`src/rtl/seq_divider_8bit_pkg.sv`:
```
// -----------------------------------------------------------------------------
// seq_divider_8bit_pkg
// Shared definitions for the sequential non-restoring divider:
//   - state_t      : FSM state encoding (IDLE=0, CALC=1, FIX=2)
//   - cnt_width()  : width of the iteration counter for a given operand width
//   - DEFAULT_WIDTH: default operand width
// -----------------------------------------------------------------------------
package seq_divider_8bit_pkg;

    localparam int DEFAULT_WIDTH = 8;

    typedef enum logic [1:0] {
        IDLE = 2'd0,
        CALC = 2'd1,
        FIX  = 2'd2
    } state_t;

    // Counter must hold values 0..WIDTH-1 with headroom for the increment.
    function automatic int cnt_width(input int w);
        return $clog2(w) + 1;
    endfunction

endpackage

```
`src/rtl/seq_divider_8bit_addsub_stage.sv`:
```
// -----------------------------------------------------------------------------
// seq_divider_8bit_addsub_stage
// Combinational W-bit add/subtract, built like the team adder/subtractor:
// B is XORed with Op and Op is fed in as the carry, so Op=1 gives A-B and
// Op=0 gives A+B (both modulo 2^W).
// Ports:
//   i_a   [W-1:0] first operand
//   i_b   [W-1:0] second operand
//   i_op          0 = add, 1 = subtract
//   o_sum [W-1:0] result, carry-out discarded
// -----------------------------------------------------------------------------
module seq_divider_8bit_addsub_stage #(
    parameter int W = 9
) (
    input  logic [W-1:0] i_a,
    input  logic [W-1:0] i_b,
    input  logic         i_op,
    output logic [W-1:0] o_sum
);

    logic [W-1:0] w_b_x;

    assign w_b_x = i_b ^ {W{i_op}};
    assign o_sum = i_a + w_b_x + {{(W-1){1'b0}}, i_op};

endmodule

```
`src/rtl/seq_divider_8bit.sv`:
```
// -----------------------------------------------------------------------------
// seq_divider_8bit
// Sequential unsigned divider using non-restoring division: one add-or-subtract
// of the partial remainder per clock, WIDTH iterations, then one fix-up cycle.
// Ports:
//   clk          rising-edge clock
//   rst_n        asynchronous active-low reset
//   Start        request, sampled only in IDLE
//   Dividend     numerator, latched when Start is accepted
//   Divisor      denominator, latched when Start is accepted
//   Quotient     registered quotient
//   Remainder    registered remainder
//   Busy         high while in CALC or FIX
//   Done         one-cycle pulse, results valid from this cycle
//   DivByZero    registered flag, valid with Done
//   o_dbg_state  current FSM state (debug observation)
//
// Handshake: Start is accepted on any rising edge where the FSM is IDLE
// (Busy low, which includes the Done cycle). Start while Busy is dropped
// without effect. Each accepted Start produces exactly one Done pulse, after
// 1 cycle for a zero divisor and after WIDTH+1 cycles otherwise, unless reset
// intervenes.
// -----------------------------------------------------------------------------
module seq_divider_8bit
    import seq_divider_8bit_pkg::*;
#(
    parameter int WIDTH = DEFAULT_WIDTH
) (
    input  logic             clk,
    input  logic             rst_n,
    input  logic             Start,
    input  logic [WIDTH-1:0] Dividend,
    input  logic [WIDTH-1:0] Divisor,
    output logic [WIDTH-1:0] Quotient,
    output logic [WIDTH-1:0] Remainder,
    output logic             Busy,
    output logic             Done,
    output logic             DivByZero,
    output logic [1:0]       o_dbg_state
);

    localparam int                CNT_W     = cnt_width(WIDTH);
    localparam logic [CNT_W-1:0] LAST_ITER = CNT_W'(WIDTH - 1);

    // FSM
    state_t r_state;
    state_t w_state_nxt;

    // Control strobes decoded from the state
    logic w_load;
    logic w_zero;
    logic w_calc;
    logic w_fix;

    // Datapath registers. r_r is a WIDTH+1-bit two's-complement partial
    // remainder; its MSB is the sign that steers the next add/subtract.
    logic [CNT_W-1:0] r_cnt;
    logic [WIDTH:0]   r_r;
    logic [WIDTH-1:0] r_q;
    logic [WIDTH-1:0] r_d;

    // Output registers
    logic [WIDTH-1:0] r_quot;
    logic [WIDTH-1:0] r_rem;
    logic             r_done;
    logic             r_dz;

    // Shared add/subtract stage
    logic [WIDTH:0] w_shift_r;
    logic [WIDTH:0] w_add_a;
    logic [WIDTH:0] w_add_b;
    logic           w_add_op;
    logic [WIDTH:0] w_sum;
    logic [WIDTH-1:0] w_rem_fix;

    // ------------------------------------------------------------------
    // State register
    // ------------------------------------------------------------------
    always_ff @(posedge clk or negedge rst_n) begin
        if (!rst_n) begin
            r_state <= IDLE;
        end else begin
            r_state <= w_state_nxt;
        end
    end

    // ------------------------------------------------------------------
    // Next-state and control decode
    // ------------------------------------------------------------------
    always_comb begin
        w_state_nxt = r_state;
        w_load      = 1'b0;
        w_zero      = 1'b0;
        w_calc      = 1'b0;
        w_fix       = 1'b0;
        case (r_state)
            IDLE: begin
                if (Start) begin
                    if (Divisor == '0) begin
                        // Answer immediately without entering the iteration.
                        w_zero = 1'b1;
                    end else begin
                        w_load      = 1'b1;
                        w_state_nxt = CALC;
                    end
                end
            end
            CALC: begin
                w_calc = 1'b1;
                if (r_cnt == LAST_ITER) begin
                    w_state_nxt = FIX;
                end
            end
            FIX: begin
                w_fix       = 1'b1;
                w_state_nxt = IDLE;
            end
            default: begin
                w_state_nxt = IDLE;
            end
        endcase
    end

    // ------------------------------------------------------------------
    // Add/subtract operand selection.
    // CALC: shift {R,Q} left and subtract D if the old R was non-negative,
    //       otherwise add D.
    // FIX : add D back to correct a negative final remainder.
    // The true partial remainder always lies in [-D, D), which fits in
    // WIDTH+1 signed bits, so dropping the old sign bit when shifting and
    // letting the adder wrap still yields the exact result.
    // ------------------------------------------------------------------
    assign w_shift_r = {r_r[WIDTH-1:0], r_q[WIDTH-1]};
    assign w_add_a   = (r_state == FIX) ? r_r : w_shift_r;
    assign w_add_b   = {1'b0, r_d};
    assign w_add_op  = (r_state == FIX) ? 1'b0 : ~r_r[WIDTH];

    seq_divider_8bit_addsub_stage #(
        .W (WIDTH + 1)
    ) u_addsub (
        .i_a   (w_add_a),
        .i_b   (w_add_b),
        .i_op  (w_add_op),
        .o_sum (w_sum)
    );

    assign w_rem_fix = r_r[WIDTH] ? w_sum[WIDTH-1:0] : r_r[WIDTH-1:0];

    // ------------------------------------------------------------------
    // Datapath and output registers
    // ------------------------------------------------------------------
    always_ff @(posedge clk or negedge rst_n) begin
        if (!rst_n) begin
            r_cnt  <= '0;
            r_r    <= '0;
            r_q    <= '0;
            r_d    <= '0;
            r_quot <= '0;
            r_rem  <= '0;
            r_done <= 1'b0;
            r_dz   <= 1'b0;
        end else begin
            r_done <= 1'b0;

            if (w_load) begin
                r_d   <= Divisor;
                r_q   <= Dividend;
                r_r   <= '0;
                r_cnt <= '0;
                r_dz  <= 1'b0;
            end

            if (w_zero) begin
                r_quot <= '1;
                r_rem  <= Dividend;
                r_dz   <= 1'b1;
                r_done <= 1'b1;
            end

            if (w_calc) begin
                r_r   <= w_sum;
                // New quotient bit is 1 when the new remainder is non-negative.
                r_q   <= {r_q[WIDTH-2:0], ~w_sum[WIDTH]};
                r_cnt <= r_cnt + 1'b1;
            end

            if (w_fix) begin
                r_quot <= r_q;
                r_rem  <= w_rem_fix;
                r_done <= 1'b1;
                r_cnt  <= '0;
            end
        end
    end

    assign Quotient    = r_quot;
    assign Remainder   = r_rem;
    assign Done        = r_done;
    assign DivByZero   = r_dz;
    assign Busy        = (r_state != IDLE);
    assign o_dbg_state = r_state;

endmodule
```
`config.mk`:
```
export PLATFORM = sky130hd
export DESIGN_NAME = seq_divider_8bit
export DESIGN_NICKNAME = d
export VERILOG_FILES = /design/src/rtl/seq_divider_8bit_pkg.sv /design/src/rtl/seq_divider_8bit_addsub_stage.sv /design/src/rtl/seq_divider_8bit.sv
export SDC_FILE = /design/constraint.sdc
export NUM_CORES = 1
export LEC_CHECK = 0
export CORE_MARGIN = 2
export CORE_UTILIZATION = 25
export DETAILED_ROUTE_END_ITERATION = 8
export GPL_TIMING_DRIVEN = 0
export HOLD_SLACK_MARGIN = 0.08
export SLEW_MARGIN = 20
export SYNTH_ARGS = -nofsm -noshare
export SYNTH_HDL_FRONTEND = slang
export SYNTH_HIERARCHICAL = 1
export SYNTH_SLANG_ARGS = --single-unit
```
`constraint.sdc`:
```
create_clock -name clk -period 6 [get_ports clk]
set_input_delay 0.9 -clock clk [delete_from_list [all_inputs] [get_ports clk]]
set_output_delay 0.9 -clock clk [all_outputs]
set_load 0.03 [all_outputs]
```
==> impl_metrics.env <==
export IMPL_fmax_ghz=0.278
export IMPL_netlist_instances=297
export IMPL_gr_usage_met3_pct=2.62
export IMPL_die_h_um=111
export IMPL_yosysSeqAreaShare_pct=43.1
export IMPL_grt_pass1_wl_um=11800
export IMPL_min_to="DivByZero"
export IMPL_drtAntennaViolNets=0
export IMPL_stdcell_count=484
export IMPL_rsz0062_at_grt="no"
export IMPL_synthTopCellsByCount="nand2_1 (54), dfrtp_1 (49), nor2_1 (30), a221o_1 (15), o21ai_0 (13)"
export IMPL_cts_buffers=5
export IMPL_timing_final_crit_share_pct=60.0
export IMPL_synthDistinctLibCells=46
export IMPL_grt_remaining_overflow=0
export IMPL_crit_type="flip-flop to flip-flop"
export IMPL_wl_per_cell_um=14.4
export IMPL_diodes=0
export IMPL_clockBufferDepth=2
export IMPL_fin_setup_tns_ns=0
export IMPL_port_buffers=39
export IMPL_status="completed"
export IMPL_cts_root_buf="clkbuf_16"
export IMPL_final_max_slew_violation_count=0
export IMPL_clkTransAtPathRegs_ns=0.07
export IMPL_synth_edf_count=0
export IMPL_min_path_type="flip-flop to flip-flop"
export IMPL_insertion_delay_ns=0.30
export IMPL_vias=2336
export IMPL_power_density_nw_per_um2=700
export IMPL_skew_ns=0.0112
export IMPL_drtPass1Iterations=4
export IMPL_grt_use_met2_pct=18.9
export IMPL_core_sq_um=11000
export IMPL_placed_cells=476
export IMPL_die_w_um=111
export IMPL_syn_avg_cell_area_sq_um=9.58
export IMPL_setup_violations=0
export IMPL_synth_main_ff_cell="dfrtp_1"
export IMPL_hp_start="DivByZero"
export IMPL_grt_busiest_layer="met2"
export IMPL_yosysTopAreaCell="dfrtp_1"
export IMPL_hold_violations=0
export IMPL_cts_sinks=49
export IMPL_area_growth_pct=25.2
export IMPL_cp_max_fo=10
export IMPL_cts_resized=0
export IMPL_synth_area_sq_um=2850
export IMPL_crit_required_ns=6.19
export IMPL_crit_path_end_kind="flip-flop"
export IMPL_whs_ns=0.501
export IMPL_gr_usage_met1_pct=16.1
export IMPL_row_count=38
export IMPL_start_kind="flip-flop"
export IMPL_arrival_ns=3.79
export IMPL_dr_first_iter_drc_count=161
export IMPL_hold_buffers=0
export IMPL_ios=40
export IMPL_gp_congestion=0.788
export IMPL_synthTopCellsByArea="dfrtp_1 (43%), nand2_1 (7.1%), a221o_1 (5.3%)"
export IMPL_peakVddDrop_mv=0.243
export IMPL_slew_headroom_pct=43.6
export IMPL_reg2reg_from="o_dbg_state[1]"
export IMPL_grtUsageTotal_pct=11.7
export IMPL_r2r_end="r_q[0]"
export IMPL_layout_drive_gt1_share_pct=9.88
export IMPL_grt_start_max_net_pins=50
export IMPL_post_route_min_period_ns=3.60
export IMPL_start_util_pct=25.9
export IMPL_dieArea_sq_um=12300
export IMPL_htreeDepth=2
export IMPL_synth_warnings=6
export IMPL_worst_hold_path_num_cells=2
export IMPL_grt_pass1_vias=2337
export IMPL_nets=371
export IMPL_drc=0
export IMPL_routed_wl_um=6980
export IMPL_async_flop_share_pct=100
export IMPL_detailed_place_hpwl_um=5250
export IMPL_synth_seq_cells=49
export IMPL_worst_pin_slew_ns=0.842
export IMPL_power_mw=2.49
export IMPL_antenna_found_initial=0
export IMPL_regToRegSetupSlack_ns=2.40
export IMPL_cts_tree="built"
export IMPL_synth_nets=325
export IMPL_rr_worst_depth=14
export IMPL_yosysMostFrequentCell="nand2_1"
export IMPL_avgViaCountPerCell=4.83
export IMPL_post_cts_buffers=0
export IMPL_maxCapViolations=0
export IMPL_p_leak_nw=1.56
export IMPL_synth_top_cell_area_share_pct=43.1
==> worst max-delay path by stage <==
stage	end	slack (ns)	from
floorplan	r_q[0]	2.66	o_dbg_state[1]
CTS	r_q[0]	2.40	o_dbg_state[1]
detailed placement	r_q[0]	2.43	o_dbg_state[1]
finish	r_q[0]	2.40	o_dbg_state[1]
global placement	r_q[0]	2.47	o_dbg_state[1]
global route	r_q[0]	2.09	o_dbg_state[1]
==> critical path, stage by stage, from the launching register on <==
cell      delay [ns]
dfrtp_1         0.44
clkbuf_2        0.24
nor2b_1         0.18
buf_2           0.25
buf_2           0.25
nor2_1          0.07
buf_6           0.18
xor2_1          0.16
ha_1            0.34
nor2b_4         0.16
o31a_1          0.27
o41ai_2         0.33
xnor2_1         0.18
a22o_1          0.23
a221oi_1        0.21
==> metrics by stage <==
stage / cell area [sq um] / worst slack, ns / utilization [%]
after floorplan: 2850 / 2.66 / -
after global placement: 3410 / 2.47 / 31.1
after detailed placement: 3410 / 2.43 / 31.0
after CTS: 3560 / 2.40 / 32.4
after global routing: 3560 / 2.09 / 32.4
final: 3560 / 2.40 / 32.4
==> registers in the layout, summed over array words and instances (netlist names) <==
name / cells
Done: 1
r_cnt: 4
r_r: 9
DivByZero: 1
o_dbg_state: 2
r_d: 8
Quotient: 8
r_q: 8
Remainder: 8
==> layer usage <==
layer / wire length (um) / up-vias / share of wire, %
li1: - / 1144 / -
met1: 3370 / 1137 / 48
met2: 3250 / 50 / 47
met3: 305 / 5 / 4.4
met4: 53 / 0 / 0.76
met5: 0 / - / 0
==> final cells by class <==
cell class / instances / area, sq um
Sequential cell: 49 / 1230
Buffer: 16 / 85.1
Timing Repair Buffer: 39 / 388
Multi-Input combinational cell: 222 / 1500
Tap cell: 140 / 175
Clock inverter: 3 / 28.8
Fill cell: 1162 / 7420
Inverter: 10 / 37.5
Clock buffer: 5 / 125
==> where the power goes <==
part | total (mW) | internal (mW) | switching [mW]
Sequential | 0.624 | 0.495 | 0.129
Combinational | 1.57 | 0.708 | 0.861
Clock | 0.301 | 0.160 | 0.141
==> cell families after synthesis <==
family                   share of synthesized area (%)
multiplexers                                      6.46
buffers and inverters                             4.31
flip-flops                                        43.1
adder cells (fa/ha/maj)                           4.22
AO/OA/AOI/OAI                                     18.3
other                                            0.132
AND/OR/NAND/NOR                                   18.6
XOR/XNOR                                          4.92
==> cell usage in the layout (no fill, tap or decap), types with 3 or more instances in the layout <==
cell	count
a21oi_1	12
clkbuf_16	5
and3_1	3
o21ai_0	13
nand2b_1	5
mux2_2	8
clkdlybuf4s50_1	38
buf_2	6
xor2_1	9
clkbuf_1	6
inv_1	10
dfrtp_1	49
a22o_1	8
a221o_1	15
nor2b_1	4
mux2i_1	8
ha_1	8
nand3_1	6
nor2_1	30
nand2_1	54
xnor2_1	7
a31oi_1	3
(Power assumes the default switching activity.)
